[src/rtl/spi_sclk_gen.sv]
// SPI serial-clock front end: programmable SCLK divider gated by chip-select,
// plus a 3-flop synchronizer turning an incoming SCLK line into edge strobes.
module spi_sclk_gen (
  input  logic       clk,
  input  logic       rst,
  input  logic [2:0] divider,
  input  logic       cpol,
  input  logic       cs,
  input  logic       sig,
  output logic       sclk,
  output logic       pe,
  output logic       ne
);

  logic [6:0] cnt_q, cnt_d;
  logic       sclk_q, sclk_d;
  logic       s1_q, s2_q, s3_q;
  logic [6:0] term;

  // Terminal count 2^divider - 1 without needing an 8-bit intermediate.
  assign term = 7'h7F >> (3'd7 - divider);

  always_comb begin
    cnt_d  = cnt_q;
    sclk_d = sclk_q;
    if (cs) begin
      cnt_d  = 7'd0;
      sclk_d = cpol;
    end else if (cnt_q >= term) begin
      // >= rather than == so a shrinking divider toggles at once instead of wrapping.
      cnt_d  = 7'd0;
      sclk_d = ~sclk_q;
    end else begin
      cnt_d  = cnt_q + 7'd1;
    end
  end

  always_ff @(posedge clk or negedge rst) begin
    if (!rst) begin
      cnt_q  <= 7'd0;
      sclk_q <= 1'b0;
      s1_q   <= 1'b0;
      s2_q   <= 1'b0;
      s3_q   <= 1'b0;
    end else begin
      cnt_q  <= cnt_d;
      sclk_q <= sclk_d;
      s1_q   <= sig;
      s2_q   <= s1_q;
      s3_q   <= s2_q;
    end
  end

  // s1 absorbs metastability; strobes compare the two settled stages.
  assign sclk = sclk_q;
  assign pe   = s2_q & ~s3_q;
  assign ne   = ~s2_q & s3_q;

endmodule

[config.mk]
export PLATFORM = sky130hd
export DESIGN_NAME = spi_sclk_gen
export DESIGN_NICKNAME = d
export VERILOG_FILES = /design/src/rtl/spi_sclk_gen.sv
export SDC_FILE = /design/constraint.sdc
export NUM_CORES = 1
export LEC_CHECK = 0
export BUFFER_PORTS_ARGS = -buffer_cell sky130_fd_sc_hd__buf_2
export CORE_AREA = 2 2 39 41
export DETAILED_ROUTE_END_ITERATION = 8
export DIE_AREA = 0 0 41 43
export PLACE_DENSITY_LB_ADDON = 0.25
export SYNTH_ARGS = -nofsm -noshare
export SYNTH_HDL_FRONTEND = slang
export SYNTH_SLANG_ARGS = --single-unit
[constraint.sdc]
create_clock -name clk -period 2.4 [get_ports clk]
set_input_delay 0.48 -clock clk [delete_from_list [all_inputs] [get_ports clk]]
set_output_delay 0.48 -clock clk [all_outputs]
set_load 0.01 [all_outputs]
==> Yosys cells after proc, flatten, opt, wreduce, memory -nomap -nowiden <==
Index checks and enable logic that the tools add are counted.
{ "word_totals": {"ff_bits": 11, "word_cells": 19, "inputBits": 8, "out_inout_bits": 3} }
{ "classes": {"n_shift": 1, "bitwise_logic": 5, "add_sub_neg": 2, "muxes": 4, "reduce_logical": 1, "n_lt_le_gt_ge": 1} }
{ "op_table": {"columns": ["op", "count"], "rows": [
  ["7-bit two-way mux", 2],
  ["7-bit by 1-bit adder with 7-bit output, second input constant", 1],
  ["7-bit greater-or-equal comparator", 1],
  ["7-bit by 3-bit >> shifter with 7-bit output, first input constant", 1],
  ["1-bit inverter", 3],
  ["3-bit subtractor, first input constant", 1],
  ["1-bit bitwise AND", 2],
  ["1-bit two-way mux", 2],
  ["2-bit nonzero test", 1]
]} }

==> Longest topological paths before layout <==
Gate-level depths: netlist (run 1).
{ "logic_depth": {"word_depth": 5, "mapped_depth": 6, "mapped_depth_nobuf": 6} }

==> Least setup slack after synthesis (run 1) <==
Ideal clock, no wire load.
{ "synth_path": {"kind": "input port to flip-flop", "from": "input divider[1]", "to": "register sclk_q, in the netlist sclk", "path_stages": 6, "setup_ps": 125, "path_slack_ps": 313, "t_arrival_ps": 1962, "required_ps": 2275, "n_path_buf": 0, "cell_sequence": "or3_1 ha_1 nand2b_1 a211oi_2 o211ai_4 mux2_4"} }
{ "synth_via": {"elab_chain_len": 4} }
{ "synth_rtl": {"columns": ["element", "line_no", "source"], "rows": [
  ["start, declared", "6", "input logic [2:0] divider,"],
  ["3-bit subtractor", "21", "assign term = 7'h7F >> (3'd7 - divider);"],
  ["7-bit by 3-bit >> shifter with 7-bit output", "21", null],
  ["7-bit greater-or-equal comparator", "29", "end else if (cnt_q >= term) begin"],
  ["2-bit nonzero test (no source line)", null, null],
  ["end signal, assigned", "47", "sclk_q <= sclk_d;"],
  ["end, declared", "16", "logic sclk_q, sclk_d;"]
]} }
Every way passes these cells.
A chain may end at the register's enable or synchronous reset.

==> Final worst setup path (run 1) <==
Ends and elaborated chain as after synthesis.

==> metrics.yaml, run 1 <==
status: "finished, final reports clean"
drt_wl_total_um: 1040
cts_setup_buffers: 0
syn2layout_area_growth_pct: 15.5
placement_rows: 14
place_ws_ps: 105
synth_edf_count: 0
power.share.switching: 0.253
tritoncts: "yes"
routed-via-count: 445
yosysWarningCount: 0
clock-skew-final_ps: 6.65
synth_top_flop_cell: "dfrtp_1"
cp.arrival_ps: 2160
fin_crit_sh: 0.839
grt.total_usage: 0.152
clk_pin_slew_worst_paths_ps: 60
syn_avg_cell_area_sq_um: 10.7
drt_iter0_drc: 1
rr_endpoint: "sclk"
hold_viol_final: 0
hold_class: "in -> async"
grt_max_degree: 12
io_pins: 11
ctsLongestPathBuffers: 2
timing.final.crit_period_ps: 2010
tightest_slew_ps: 305
die_height_um: 43
drv_cap: 0
ant_nets: 0
worstPathRequired_ps: 2550
power_density_mw_per_mm2: 546
p_int_uw: 293
end_kind: "flip-flop"
slew_violations: 0
startpoint: "divider[1]"
crit_end: "sclk"
total_power_uw: 393
setup_viol_count_final: 0
relSlewSlack: 0.796
grt_overflow: 0
final_area_sq_um: 719
drc_errors: 0
p_seq_frac: 0.527
grt_pass1_vias: 439
cts-root-buf: "clkbuf_4"
cts.sinks: 11
synthDistinctLibCells: 21
insertion_delay_ps: 260
routedWlPerCell_um: 11.8
path_class: "in -> reg"
viasPerCell: 5.06
grt_pass1_wl_um: 1730
synth_seq_cells: 11
numCtsBuffers: 3
startpoint_type: "input port"
final_nets: 89
seq_area_sq_um: 275
cts_max_level: 1
dr.pass1.iters: 5
ir_drop_mv: 0.341
antenna_found_initial: 0
dieArea_sq_mm: 0.00176
rsz0062_at_grt: "false"
synthArstFlopShare: 1.00
ys_seq_area_frac: 0.442
power_frac_comb: 0.172
fill_cells: 137
cts_hold_buf: 0
drive_gt1_frac: 0.222
cp_max_fo: 8
reg2reg_depth: 6
hpwl_um: 885
syn_nets: 74
initial_core_util: 0.450
power_switching_uw: 99.6
setup_slack_ps: 387
numPortBuffers: 10
core_sq_mm: 0.00138
max_freq_mhz: 497
antennaDiodeCount: 0
ctsResizeCount: 0
dpl_cell_area_sq_um: 693
leakagePower_uw: 0.000380
place.gp.congestion: 0.783
finalSetupTns_ps: 0
rrSetupSlack_ps: 620
multi_input_area_sq_um: 337
synthCells: 58
syn_area_sq_um: 623
clkPwrFrac: 0.300
dieWidth_um: 41
r2r_start: "cnt_q[0]"
synthesized netlist by cell type (all sizes together) (2+ instances only):
master  instances  share of area
o211ai          2          0.046
ha              8           0.16
xor2            3          0.042
nand2           2          0.012
o21ai           3          0.024
nor2            9          0.054
dfrtp          11           0.44
inv             3          0.018
and3            2          0.020
nand3           4          0.032
xnor2           2          0.028
nor2b           2          0.020
worst min-delay path by stage:
stage / startpoint / slack (ps) / end
2_1_floorplan: rst / 180 / cnt_q[0]
3_3_place_gp: s1_q / 330 / s2_q
3_5_place_dp: s1_q / 340 / s2_q
4_1_cts: rst / 60 / sclk
5_1_grt: rst / 70 / s3_q
6_report: rst / 60 / s3_q
logic make-up (layout without fill, tap and decap cells):
family | after synthesis | count (layout) | share of synthesized area
muxes | 1 | 1 | 0.0241
AOI/OAI and AO/OA | 8 | 8 | 0.112
buffers and inverters | 3 | 17 | 0.0181
DFF | 11 | 11 | 0.442
adders and majority gates | 8 | 8 | 0.161
xor gates and xnor gates | 5 | 5 | 0.0703
and+or+nand+nor | 22 | 22 | 0.173
sequential cells by signal, indices dropped and copies added (netlist names):
name,count
cnt_q,7
s1_q,1
s2_q,1
s3_q,1
sclk,1
routing by layer:
metal / global-route usage / wire [um] / up-vias / share of wire
met2: 0.209 / 485 / 9 / 0.47
li1: - / - / 231 / -
met4: 0.0600 / 0 / 0 / 0
met5: 0 / 0 / - / 0
met3: 0.0785 / 50 / 0 / 0.048
met1: 0.197 / 503 / 205 / 0.48
worst max-delay path, cell delays in order:
cell      delay, ps
buf_2           130
or3_1           370
ha_1            270
nand2b_1        150
a211oi_2        290
o211ai_4        150
mux2_4          330
stage by stage:
step,util,instances,hold WS [ps]
after floorplan,-,58,184
after global placement,0.501,84,331
after detailed placement,0.501,84,341
after CTS,0.520,88,58.6
after global routing,0.520,88,67.7
final,0.520,88,64.2
final cells by class:
class / instances / share of cell area
Clock buffer: 4 / 0.0365
Inverter: 3 / 0.0157
Multi-Input combinational cell: 44 / 0.468
Sequential cell: 11 / 0.383
Tap cell: 16 / 0.0278
Timing Repair Buffer: 10 / 0.0696
layout by cell type (no fill, tap or decap):
cell type,Yosys,layout
xor2_1,3,3
dfrtp_1,11,11
buf_2,0,10
and4_1,1,1
ha_1,8,8
nand2b_1,1,1
and3_1,2,2
or3_1,1,1
o21ai_1,1,1
clkbuf_1,0,1
clkbuf_4,0,3
o211ai_4,1,1
o211ai_1,1,1
o21ai_0,2,2
a21oi_1,1,1
a211oi_2,1,1
nand3_1,4,4
mux2_4,1,1
a211o_1,1,1
inv_1,3,3
nor2b_1,2,2
nor2_1,9,9
xnor2_1,2,2
nand2_1,2,2
power groups by stage:
| stage | Clock (uW) | Combinational, uW | Sequential (uW) |
|---|---|---|---|
| after floorplan | 0 | 42.8 | 210 |
| final | 118 | 67.6 | 207 |
| after global routing | 134 | 78.3 | 210 |
| after detailed placement | 0 | 68.6 | 211 |
| after CTS | 127 | 69.1 | 207 |
| after global placement | 0 | 65.5 | 211 |
No activity file was read; power rests on OpenSTA's default activity.
==> run 2: changes to the inputs <==
- CORE_AREA: 2 2 39 41 -> default
- CORE_MARGIN: default -> 2
- CORE_UTILIZATION: default -> 46
- DIE_AREA: 0 0 41 43 -> default
- clock period: 2.4 -> 1.7 ns (I/O delays scaled with it)
==> run 2 against run 1 <==
  * The flow now finishes with violations (setup timing)
  * Cell area is 12% higher
  * Total power increased by 51%
  * Worst setup slack worse by 390 ps
  * Cell count up 5.7%
  * Sequential power grew 41%
  * Via count up 5.8%
  * Global-route usage increased by 1.2 points
  * Non-clock buffer count up 6
  * Die area down 5.6%
  * Clock skew shrank 1.9 ps
  * Critical endpoint unchanged
==> metrics.yaml, run 2 (synthesis results as in run 1) <==
status: "complete, but fails checks"
violations: "setup timing"
hold_class: "in -> reg"
hold_viol_final: 0
clk_pin_slew_worst_paths_ps: 70
grt_pass1_vias: 435
numPortBuffers: 10
max_freq_mhz: 587
end_kind: "flip-flop"
drt_iter0_drc: 2
cp.arrival_ps: 1860
relSlewSlack: 0.791
dieWidth_um: 40.8
cts_max_level: 1
grt_pass1_wl_um: 1700
setup_viol_count_final: 1
worstPathRequired_ps: 1850
final_common_cell: "dfrtp_1"
seq_area_sq_um: 275
path_class: "in -> reg"
fin_crit_sh: 1.00
final_nets: 95
place_ws_ps: -326
tightest_slew_ps: 312
drv_cap: 0
wl_met1_um: 491
wl_met2_um: 546
routed-via-count: 471
grt_max_degree: 12
final_core_util: 0.626
drive_gt1_frac: 0.308
viasPerCell: 5.06
cts-root-buf: "clkbuf_4"
routedWlPerCell_um: 11.7
initial_core_util: 0.485
ir_drop_mv: 0.519
cp_max_fo: 2
power_density_mw_per_mm2: 736
clock-skew-final_ps: 4.71
largest_reg_flops: 7
placement_rows: 13
numCtsBuffers: 3
dieArea_sq_mm: 0.00167
place.gp.congestion: 0.749
core_sq_mm: 0.00128
die_height_um: 40.8
io_pins: 11
slew_violations: 0
cts.sinks: 11
antenna_found_initial: 0
max_flop_register: "cnt_q"
ant_nets: 0
startpoint_type: "input port"
wl_met3_um: 48
grt_overflow: 0
drt_wl_total_um: 1090
multi_input_area_sq_um: 369
fill_cells: 107
tritoncts: "yes"
setup_slack_ps: -4.00
syn2layout_area_growth_pct: 29.1
insertion_delay_ps: 260
finalSetupTns_ps: -4.00
leakagePower_uw: 0.000421
dr.pass1.iters: 2
routed.top_layer: "met3"
drc_errors: 0
ctsLongestPathBuffers: 2
timing.final.crit_period_ps: 1700
antennaDiodeCount: 0
grt.total_usage: 0.164
final_cell_mix: "dfrtp_1, nor2_1, buf_2"
whs_ps: 176
run 2: cell count changes in the layout (fill, tap and decap cells not counted):
| cell | delta |
|---|---|
| buf_4 | +5 |
| ha_4 | +1 |
| buf_2 | -1 |
| dlygate4sd3_1 | +1 |
| a211oi_2 | -1 |
| nand2b_1 | -1 |
| nand2b_4 | +1 |
| buf_6 | +1 |
| or3_1 | -1 |
| ha_1 | -1 |
| or3_4 | +1 |
| a211oi_4 | +1 |
run 2: area by class of cell:
cell class	count	share of cell area
multi-input cells	44	0.459
flip-flops and latches	11	0.342
repair buffers	16	0.129
clock buffers	4	0.0327
well taps	15	0.0233
inverters	3	0.0140
run 2: layer usage:
layer | vias up | GRT usage
li1 | 241 | -
met1 | 219 | 0.184
met2 | 11 | 0.270
met3 | 0 | 0.0815
met4 | 0 | 0.0500
met5 | - | 0
run 2: path summary, 6_finish.rpt:
path,from,end,slack [ps],cells past startpoint
worst max register to register,cnt_q[4],sclk,20,5
max in group asynchronous,rst,cnt_q[2],1030,2
worst min register to register,s1_q,s2_q,380,0
worst min-delay path,sig,s1_q,180,1
min in group asynchronous,rst,s2_q,470,2
worst max-delay path,divider[2],sclk,-4,7
run 2: power by group:
part	internal, uW	switching [uW]	total, uW
clock	90.7	79.6	170
combinational	68.9	61.7	131
sequential	278	13.0	291
total	438	154	592
run 2: critical path, stage by stage:
cell      delay, ps
buf_2           110
or3_4           370
ha_4            210
nand2b_4        140
a211oi_4        270
o211ai_4        100
mux2_4          310
run 2: per-stage QoR:
step	instance area, sq um	instances	total power [uW]
global placement	737	87	417
CTS	779	92	599
detailed placement	737	87	419
finish	805	93	592
global route	805	93	635
floorplan	638	58	373
run 2: timing repair:
action	4_1_cts	5_1_grt
resized for setup	1	2
hold buffers	1	0
buffers inserted	0	1
pin swaps	0	2
endpoints found under the hold margin	11	0
setup endpoints to repair	1	6
